===== src/rtl/usb_cmd_frame_parser.sv =====
// Framed host-command parser for the CDC bulk-OUT byte stream: AA 55 CMD LEN_H LEN_L PAYLOAD CHK.
// Optional inter-byte timeout is built when CMD_PARSER_TIMEOUT_EN is defined.
module usb_cmd_frame_parser #(
  parameter int unsigned MAX_PAYLOAD    = 256,
  parameter int unsigned BUF_AW         = 8,
  parameter int unsigned TIMEOUT_CYCLES = 6000000
) (
  input  logic              clk,
  input  logic              rst_n,
  input  logic [7:0]        rx_data,
  input  logic              rx_valid,
  output logic              cmd_valid,
  output logic [7:0]        cmd_type,
  output logic [15:0]       cmd_len,
  input  logic              cmd_ack,
  input  logic [BUF_AW-1:0] rd_addr,
  output logic [7:0]        rd_data,
  output logic              err_pulse,
  output logic [1:0]        err_code,
  output logic              busy
);

  localparam int unsigned Depth  = 1 << BUF_AW;
  localparam logic [15:0] MaxLen = 16'(MAX_PAYLOAD);

  localparam logic [2:0] StIdle = 3'd0;
  localparam logic [2:0] StHdr2 = 3'd1;
  localparam logic [2:0] StCmd  = 3'd2;
  localparam logic [2:0] StLenH = 3'd3;
  localparam logic [2:0] StLenL = 3'd4;
  localparam logic [2:0] StData = 3'd5;
  localparam logic [2:0] StChk  = 3'd6;
  localparam logic [2:0] StPend = 3'd7;

  localparam logic [1:0] ErrChk     = 2'd0;
  localparam logic [1:0] ErrLen     = 2'd1;
  localparam logic [1:0] ErrTimeout = 2'd2;
  localparam logic [1:0] ErrDrop    = 2'd3;

  // Elaboration-time sanity check on the configuration.
  if ((Depth < MAX_PAYLOAD) || (TIMEOUT_CYCLES < 2)) begin : g_param_check
    $error("usb_cmd_frame_parser: buffer too small or timeout too short");
  end

  logic [2:0]  state_q, state_d;
  logic        cmd_valid_q, cmd_valid_d;
  logic [7:0]  cmd_type_q, cmd_type_d;
  logic [15:0] cmd_len_q, cmd_len_d;
  logic [15:0] wr_ptr_q, wr_ptr_d;
  logic [7:0]  sum_q, sum_d;
  logic        err_pulse_q, err_pulse_d;
  logic [1:0]  err_code_q, err_code_d;
  logic [7:0]  rd_data_q;

  logic        buf_we;
  logic [15:0] len_full;
  logic        last_byte;
  logic        busy_w;

  logic [7:0]  buf_mem [Depth];

  assign busy_w    = (state_q != StIdle) && (state_q != StPend);
  assign len_full  = {cmd_len_q[15:8], rx_data};
  assign last_byte = (wr_ptr_q == (cmd_len_q - 16'd1));

`ifdef CMD_PARSER_TIMEOUT_EN
  localparam logic [31:0] ToLast = 32'(TIMEOUT_CYCLES - 1);
  logic [31:0] to_cnt_q, to_cnt_d;
  logic        to_fire;

  // A byte landing in the terminal cycle wins over the timeout.
  assign to_fire  = busy_w && !rx_valid && (to_cnt_q == ToLast);
  assign to_cnt_d = (rx_valid || !busy_w || to_fire) ? 32'd0 : to_cnt_q + 32'd1;

  always_ff @(posedge clk or negedge rst_n) begin
    if (!rst_n) begin
      to_cnt_q <= 32'd0;
    end else begin
      to_cnt_q <= to_cnt_d;
    end
  end
`else
  logic to_fire;
  assign to_fire = 1'b0;
`endif

  always_comb begin
    state_d     = state_q;
    cmd_valid_d = cmd_valid_q;
    cmd_type_d  = cmd_type_q;
    cmd_len_d   = cmd_len_q;
    wr_ptr_d    = wr_ptr_q;
    sum_d       = sum_q;
    err_pulse_d = 1'b0;
    err_code_d  = err_code_q;
    buf_we      = 1'b0;

    if (state_q == StPend) begin
      if (cmd_ack) begin
        // Release and treat a coincident byte as an IDLE-state byte.
        cmd_valid_d = 1'b0;
        state_d     = (rx_valid && (rx_data == 8'hAA)) ? StHdr2 : StIdle;
      end else if (rx_valid) begin
        err_pulse_d = 1'b1;
        err_code_d  = ErrDrop;
      end
    end else if (rx_valid) begin
      unique case (state_q)
        StIdle: begin
          if (rx_data == 8'hAA) state_d = StHdr2;
        end
        StHdr2: begin
          if (rx_data == 8'h55) begin
            state_d  = StCmd;
            wr_ptr_d = 16'd0;
            sum_d    = 8'd0;
          end else if (rx_data != 8'hAA) begin
            state_d = StIdle;
          end
        end
        StCmd: begin
          cmd_type_d = rx_data;
          sum_d      = rx_data;
          state_d    = StLenH;
        end
        StLenH: begin
          cmd_len_d[15:8] = rx_data;
          sum_d           = sum_q + rx_data;
          state_d         = StLenL;
        end
        StLenL: begin
          cmd_len_d[7:0] = rx_data;
          sum_d          = sum_q + rx_data;
          if (len_full > MaxLen) begin
            state_d     = StIdle;
            err_pulse_d = 1'b1;
            err_code_d  = ErrLen;
          end else if (len_full == 16'd0) begin
            state_d = StChk;
          end else begin
            state_d = StData;
          end
        end
        StData: begin
          buf_we   = 1'b1;
          wr_ptr_d = wr_ptr_q + 16'd1;
          sum_d    = sum_q + rx_data;
          if (last_byte) state_d = StChk;
        end
        StChk: begin
          if (rx_data == sum_q) begin
            state_d     = StPend;
            cmd_valid_d = 1'b1;
          end else begin
            state_d     = StIdle;
            err_pulse_d = 1'b1;
            err_code_d  = ErrChk;
          end
        end
        default: state_d = StIdle;
      endcase
    end

    if (to_fire) begin
      state_d     = StIdle;
      err_pulse_d = 1'b1;
      err_code_d  = ErrTimeout;
    end
  end

  always_ff @(posedge clk or negedge rst_n) begin
    if (!rst_n) begin
      state_q     <= StIdle;
      cmd_valid_q <= 1'b0;
      cmd_type_q  <= 8'h00;
      cmd_len_q   <= 16'h0000;
      wr_ptr_q    <= 16'd0;
      sum_q       <= 8'd0;
      err_pulse_q <= 1'b0;
      err_code_q  <= 2'd0;
      rd_data_q   <= 8'h00;
    end else begin
      state_q     <= state_d;
      cmd_valid_q <= cmd_valid_d;
      cmd_type_q  <= cmd_type_d;
      cmd_len_q   <= cmd_len_d;
      wr_ptr_q    <= wr_ptr_d;
      sum_q       <= sum_d;
      err_pulse_q <= err_pulse_d;
      err_code_q  <= err_code_d;
      rd_data_q   <= buf_mem[rd_addr];
    end
  end

  // Payload RAM has no reset; only DATA writes it.
  always_ff @(posedge clk) begin
    if (buf_we) buf_mem[wr_ptr_q[BUF_AW-1:0]] <= rx_data;
  end

  assign cmd_valid = cmd_valid_q;
  assign cmd_type  = cmd_type_q;
  assign cmd_len   = cmd_len_q;
  assign rd_data   = rd_data_q;
  assign err_pulse = err_pulse_q;
  assign err_code  = err_code_q;
  assign busy      = busy_w;

endmodule

===== config.mk =====
export PLATFORM = sky130hd
export DESIGN_NAME = usb_cmd_frame_parser
export DESIGN_NICKNAME = d
export VERILOG_FILES = /design/src/rtl/usb_cmd_frame_parser.sv
export SDC_FILE = /design/constraint.sdc
export NUM_CORES = 2
export LEC_CHECK = 0
export CELL_PAD_IN_SITES_DETAIL_PLACEMENT = 0
export CELL_PAD_IN_SITES_GLOBAL_PLACEMENT = 1
export CORE_MARGIN = 3
export CORE_UTILIZATION = 60
export CTS_CLUSTER_DIAMETER = 40
export DETAILED_ROUTE_END_ITERATION = 16
export MAX_ROUTING_LAYER = met4
export PLACE_DENSITY = 0.95
export RECOVER_POWER = 100
export SETUP_SLACK_MARGIN = 0.3
export SYNTH_ARGS = -nofsm -noshare
export SYNTH_HDL_FRONTEND = slang
export SYNTH_SLANG_ARGS = --single-unit

===== constraint.sdc =====
create_clock -name clk -period 4.68 [get_ports clk]
set_input_delay 0.468 -clock clk [delete_from_list [all_inputs] [get_ports clk]]
set_output_delay 0.468 -clock clk [all_outputs]
set_load 0.01 [all_outputs]

# --- Yosys cells after proc, flatten, opt, wreduce, memory -nomap -nowiden ---
# Memories as Yosys holds them, arrays and structs flattened. A register that Yosys moved wholly into a read port is not among the register bits.
# Index checks and enable logic that the tools add are counted.
classes:
  add_sub_neg: 3
  n_lt_le_gt_ge: 1
  n_eq_ne: 21
  n_mux: 40
  n_bitwise: 1
  reduce_logical: 22
ops:
  columns: ["cell", "n"]
  rows:
  - ["$pmux W16 S2", 1]
  - ["$mux W3", 9]
  - ["$pmux W8 S3", 1]
  - ["$pmux W3 S7", 1]
  - ["$mux W1", 17]
  - ["$add A16 B1 Y16 const B", 1]
  - ["$eq A16 B16 Y1", 1]
  - ["$gt A16 B9 Y1 const B", 1]
  - ["$logic_not A16 Y1", 1]
  - ["$mux W16", 1]
  - ["$sub A16 B1 Y16 const B", 1]
  - ["$ne A3 B3 Y1 const B", 5]
  - ["$mux W2", 7]
  - ["$eq A3 B3 Y1 const B", 4]
  - ["$reduce_and A4 Y1", 3]
  - ["$reduce_bool A2 Y1", 5]
  - ["$reduce_and A3 Y1", 3]
  - ["$reduce_bool A3 Y1", 3]
  - ["$add A8 B8 Y8", 1]
  - ["$eq A8 B7 Y1 const B", 1]
  - ["$eq A8 B8 Y1", 1]
  - ["$eq A8 B8 Y1 const B", 1]
  - ["$mux W8", 1]
  - ["$ne A8 B8 Y1 const B", 1]
  - ["other kinds (13)", 17]
totals:
  register_bits: 55
  ram_bits: 2048
  in_bits: 20
  wordCells: 98
  mem_count: 1
memory_table:
  columns: ["memory", "depth", "word_bits", "read_ports", "rd_clocked_by_memory_dff", "wr", "line_no", "source"]
  rows:
  - ["buf_mem", 256, 8, 1, 1, 1, "60", "logic [7:0] buf_mem [Depth];"]

# --- Longest topological paths before layout ---
depth:
  word_depth: 6
  depth_mapped: 11
  ltp_nobuf: 9

# --- Worst setup path after synthesis ---
# Ideal clock, no wire load.
synth_timing:
  path_type: "input to register"
  start: "in rx_valid"
  end: "mem buf_mem[118][0], enable pin"
  setup_ps: 370
  t_arrival_ps: 2382
  path_slack_ps: 1928
  cell_stages: 8
  n_path_buf: 3
  cell_sequence: "buf_2 > nand3_1 > or2_2 > clkbuf_1 > nor3b_1 > nand3_1 > clkbuf_1 > nor2_1"
synth_via:
  elab_chain_cells: 4
synth_lines:
  columns: ["item", "line_no", "source"]
  rows:
  - ["from (decl)", "11", "input logic rx_valid,"]
  - ["$mux W1", "107", "end else if (rx_valid) begin"]
  - ["$mux W1", "98", "if (state_q == StPend) begin"]
  - ["$mux W1", "197", "if (buf_we) buf_mem[wr_ptr_q[BUF_AW-1:0]] <= rx_data;"]
  - ["$mux W1 (not written as such)", "197", null]
  - ["to (decl)", "60", null]
# Every way passes these cells.

==> results.yml <==
routing:
  routedWlPerCell_um: 36.5
  postRouteWirelength_mm: 226
  dr_total_vias: 44900
  drtPass1Iterations: 7
  vias_per_cell: 7.24
  antenna_left: 0
  dr.first_iter.drc_count: 7969
  route.detailed.drc: 0
global_route:
  grt_max_degree: 190
  grt.total_usage_pct: 33.3
  grt_pass1_vias: 44900
  grt_antenna_before_repair: 13
  gr-total-overflow: 0
  grt_pass1_wl_mm: 326
critical_path:
  cp.arrival_ns: 5.16
  crit_path_end_kind: "flip-flop"
  cp_cell_sequence: "clkbuf_2 -> buf_12 -> buf_4 -> mux4_2 -> o22ai_1 -> or2_1 -> nor3_1 -> a31oi_1 -> or4_1 -> nor2_1"
  path_depth: 10
  rr_startpoint: "wr_ptr_q[5]"
  cp_slowest_cell: "clkbuf_2"
  crit_type: "primary input to flip-flop"
  cp_max_fo: 41
  cp-startpoint: "rd_addr[0]"
  cp_slowest_stage_delay_ns: 1.45
  r2r-end: "buf_mem[236][0]"
  required_ns: 5.49
  critPathLaunchType: "primary input"
  crit_path_end: "rd_data[4]"
  r2r.worst_path.cells: 4
  r2r_slack_ns: 0.36
  crit_buf_inv: 3
  cpLargestDelayFamily: "buffers and inverters"
floorplanning:
  coreArea_sq_um: 136000
  io_pins: 57
  die_height_um: 376
  placementRows: 135
  start_util_pct: 60.6
  die_w_um: 376
  die_area_sq_um: 142000
timing:
  hold_violations: 0
  worst_slew_pin_slew_ns: 4.51
  timing.fmax_mhz: 230
  timing.hold.ws_ns: 0.227
  setup_viol: 0
  slew_headroom_pct: -200
  rsz0062_at_grt: "false"
  period_share_pct: 93.0
  setup_tns_ns: 0
  final_max_slew_viol_count: 1357
  fin_crit_ns: 4.35
  final.setup_skew_ns: 0.0694
hold_path:
  hold_class: "primary input to flip-flop"
flow_run:
  maxCapViolations: 20
clocking:
  path_clk_slew_ns: 0.06
  ctsLongestPathBuffers: 3
  post_cts_buffers: 0
  cts_inserted_buffers: 215
  cts_tree: "yes"
  clkSinkCount: 2111
  clock_latency_ns: 0.89
  htree_levels: 4
  root_buffer: "clkbuf_16"
logic_synthesis:
  synth_edf_count: 2048
  synth-seq-area-share_pct: 76.6
  netlist_area_sq_um: 82300
  syn_area_per_cell_sq_um: 20.6
  netlist_instances: 4005
  netlist.area_leader.share_pct: 74.7
  async_reset_ff_share_pct: 2.98
  synth_seq_cells: 2111
  synth.distinct_cells: 62
  synthFlopType: "edfxtp_1"
  ys_warn_count: 0
  synth.area.top_cells: "edfxtp_1, mux4_2, dfrtp_1"
  synth_fp_nets: 4038
  synth_area_leader_cell: "edfxtp_1"
final_layout:
  area_growth_pct: 12.1
  utilization_pct: 68.0
  drive_gt1_share_pct: 22.1
  fin_cells: 6195
  fin_nets: 4245
placement:
  routabilityCongestion: 0.945
  hpwl_mm: 126
  dp.cells: 5775
  port_buffers: 56
run_status:
  outcome: "finished with violations"
  failed_checks: "capacitance limit, slew limit"
power:
  vdd_drop_max_mv: 0.434
  p_leak_nw: 29.1
  p_per_area_nw_per_um2: 450
cell usage after synthesis, types with 2 or more instances:
cell type,n
nand3b_1,5
buf_2,62
or4b_2,2
and3_1,9
or4_1,5
mux2i_1,93
o211ai_1,11
or3_1,8
nor3b_1,5
and2_1,12
a211o_1,10
o22ai_1,124
a211oi_1,45
nand2_1,102
inv_1,8
ha_1,12
a21o_1,3
buf_4,39
or2_1,2
nor4_1,12
mux2_2,40
a21oi_1,32
nor4_4,2
buf_6,16
dfrtp_1,63
nor2_1,333
buf_1,10
a31oi_1,17
edfxtp_1,2048
o21ai_0,36
nand3_1,29
nand4b_1,3
or2_2,5
nand4_1,5
mux4_2,478
nor2b_1,12
clkbuf_1,107
nand2b_1,10
nor3_1,24
xnor2_1,16
a22o_1,26
xor2_1,20
o41ai_1,3
a22oi_1,59
a221oi_1,25
cells in the final DEF, fill, tap and decap left out, types with 17 or more instances in the layout:
master            n
edfxtp_1       2048
mux4_2          478
nor2_1          330
clkbuf_16       216
o22ai_1         124
nand2_1         102
clkbuf_1         94
mux2i_1          93
buf_4            78
dfrtp_1          63
a22oi_1          59
a211oi_1         45
clkinv_1         44
mux2_2           40
dlygate4sd3_1    38
o21ai_0          36
a21oi_1          32
nand3_1          29
clkinv_2         27
a22o_1           26
a221oi_1         25
nor3_1           24
xor2_1           20
clkinvlp_4       20
diode_2          18
bufinv_16        18
a31oi_1          17
cell families after synthesis:
| kind of cell | Yosys count | synth area share [%] |
|---|---|---|
| flops | 2111 | 76.6 |
| mux | 611 | 14.8 |
| simple gates | 591 | 3.19 |
| compound gates | 400 | 3.34 |
| buf+inv | 243 | 1.53 |
| xor+xnor | 36 | 0.383 |
| fa+ha+maj | 13 | 0.207 |
power breakdown:
group | total, mW | internal [mW] | switching (mW) | leakage (nW)
clock | 17.4 | 9.64 | 7.77 | 3.43
combinational | 3.02 | 1.01 | 2.01 | 6.46
sequential | 21.1 | 20.9 | 0.239 | 19.2
total | 41.5 | 31.5 | 10.0 | 29.1
metrics by stage:
stage          worst slack (ns)  cell area, sq um  power [mW]
6_report                  0.328             92300        41.5
5_1_grt                   0.177             92300        42.3
4_1_cts                   0.579             92600        41.5
3_5_place_dp              0.543             85500        24.4
3_3_place_gp              0.769             85500        24.3
2_1_floorplan              1.93             82300        22.9
worst register-to-register path: cells and delay by family (launching register included):
family / cells / cell delay, ns
flip-flops: 1 / 0.63
AND/OR/NAND/NOR: 3 / 3.01
buffers and inverters: 1 / 0.29
metal layers:
metal / GRT usage [%] / vias up / wire (um) / part of all wire (%)
met1: 42.1 / 22600 / 72600 / 32
met4: 16.9 / 0 / 14400 / 6.4
met5: - / - / 0 / 0
met2: 49.8 / 4290 / 107000 / 47
met3: 9.90 / 941 / 32700 / 14
li1: - / 17100 / - / -
sequential cells by signal, indices dropped and copies added, names as in the netlist:
signal and count:
err_code 2, err_pulse 1, cmd_type 8, rd_data 8, cmd_len 16, state_q 3, sum_q 8, cmd_valid 1
wr_ptr_q 16, buf_mem 2048
area by class of cell:
type / count / area (sq um)
Sequential cell: 2111 / 63100
Fill cell: 7739 / 43500
Multi-Input combinational cell: 1651 / 18000
Clock buffer: 245 / 5530
Tap cell: 1781 / 2230
Timing Repair Buffer: 224 / 1750
Clock inverter: 156 / 1640
Antenna cell: 18 / 45.0
Inverter: 9 / 33.8
worst min-delay path by stage:
| stage | from | to | slack, ns | cells after the start |
|---|---|---|---|---|
| floorplan | rst_n | cmd_len[0] | 0.17 | 0 |
| global placement | sum_q[6] | sum_q[6] | 0.47 | 2 |
| detailed placement | sum_q[0] | sum_q[0] | 0.48 | 2 |
| CTS | rx_data[7] | buf_mem[95][7] | 0.01 | 1 |
| global route | rx_data[4] | buf_mem[77][4] | 0.24 | 1 |
| finish | rx_data[4] | buf_mem[77][4] | 0.23 | 1 |
what timing repair did:
action	CTS	global route
hold endpoints to repair	63	0
resized for setup	0	0
hold buffers	1	0
No activity file was read; power rests on OpenSTA's default activity.
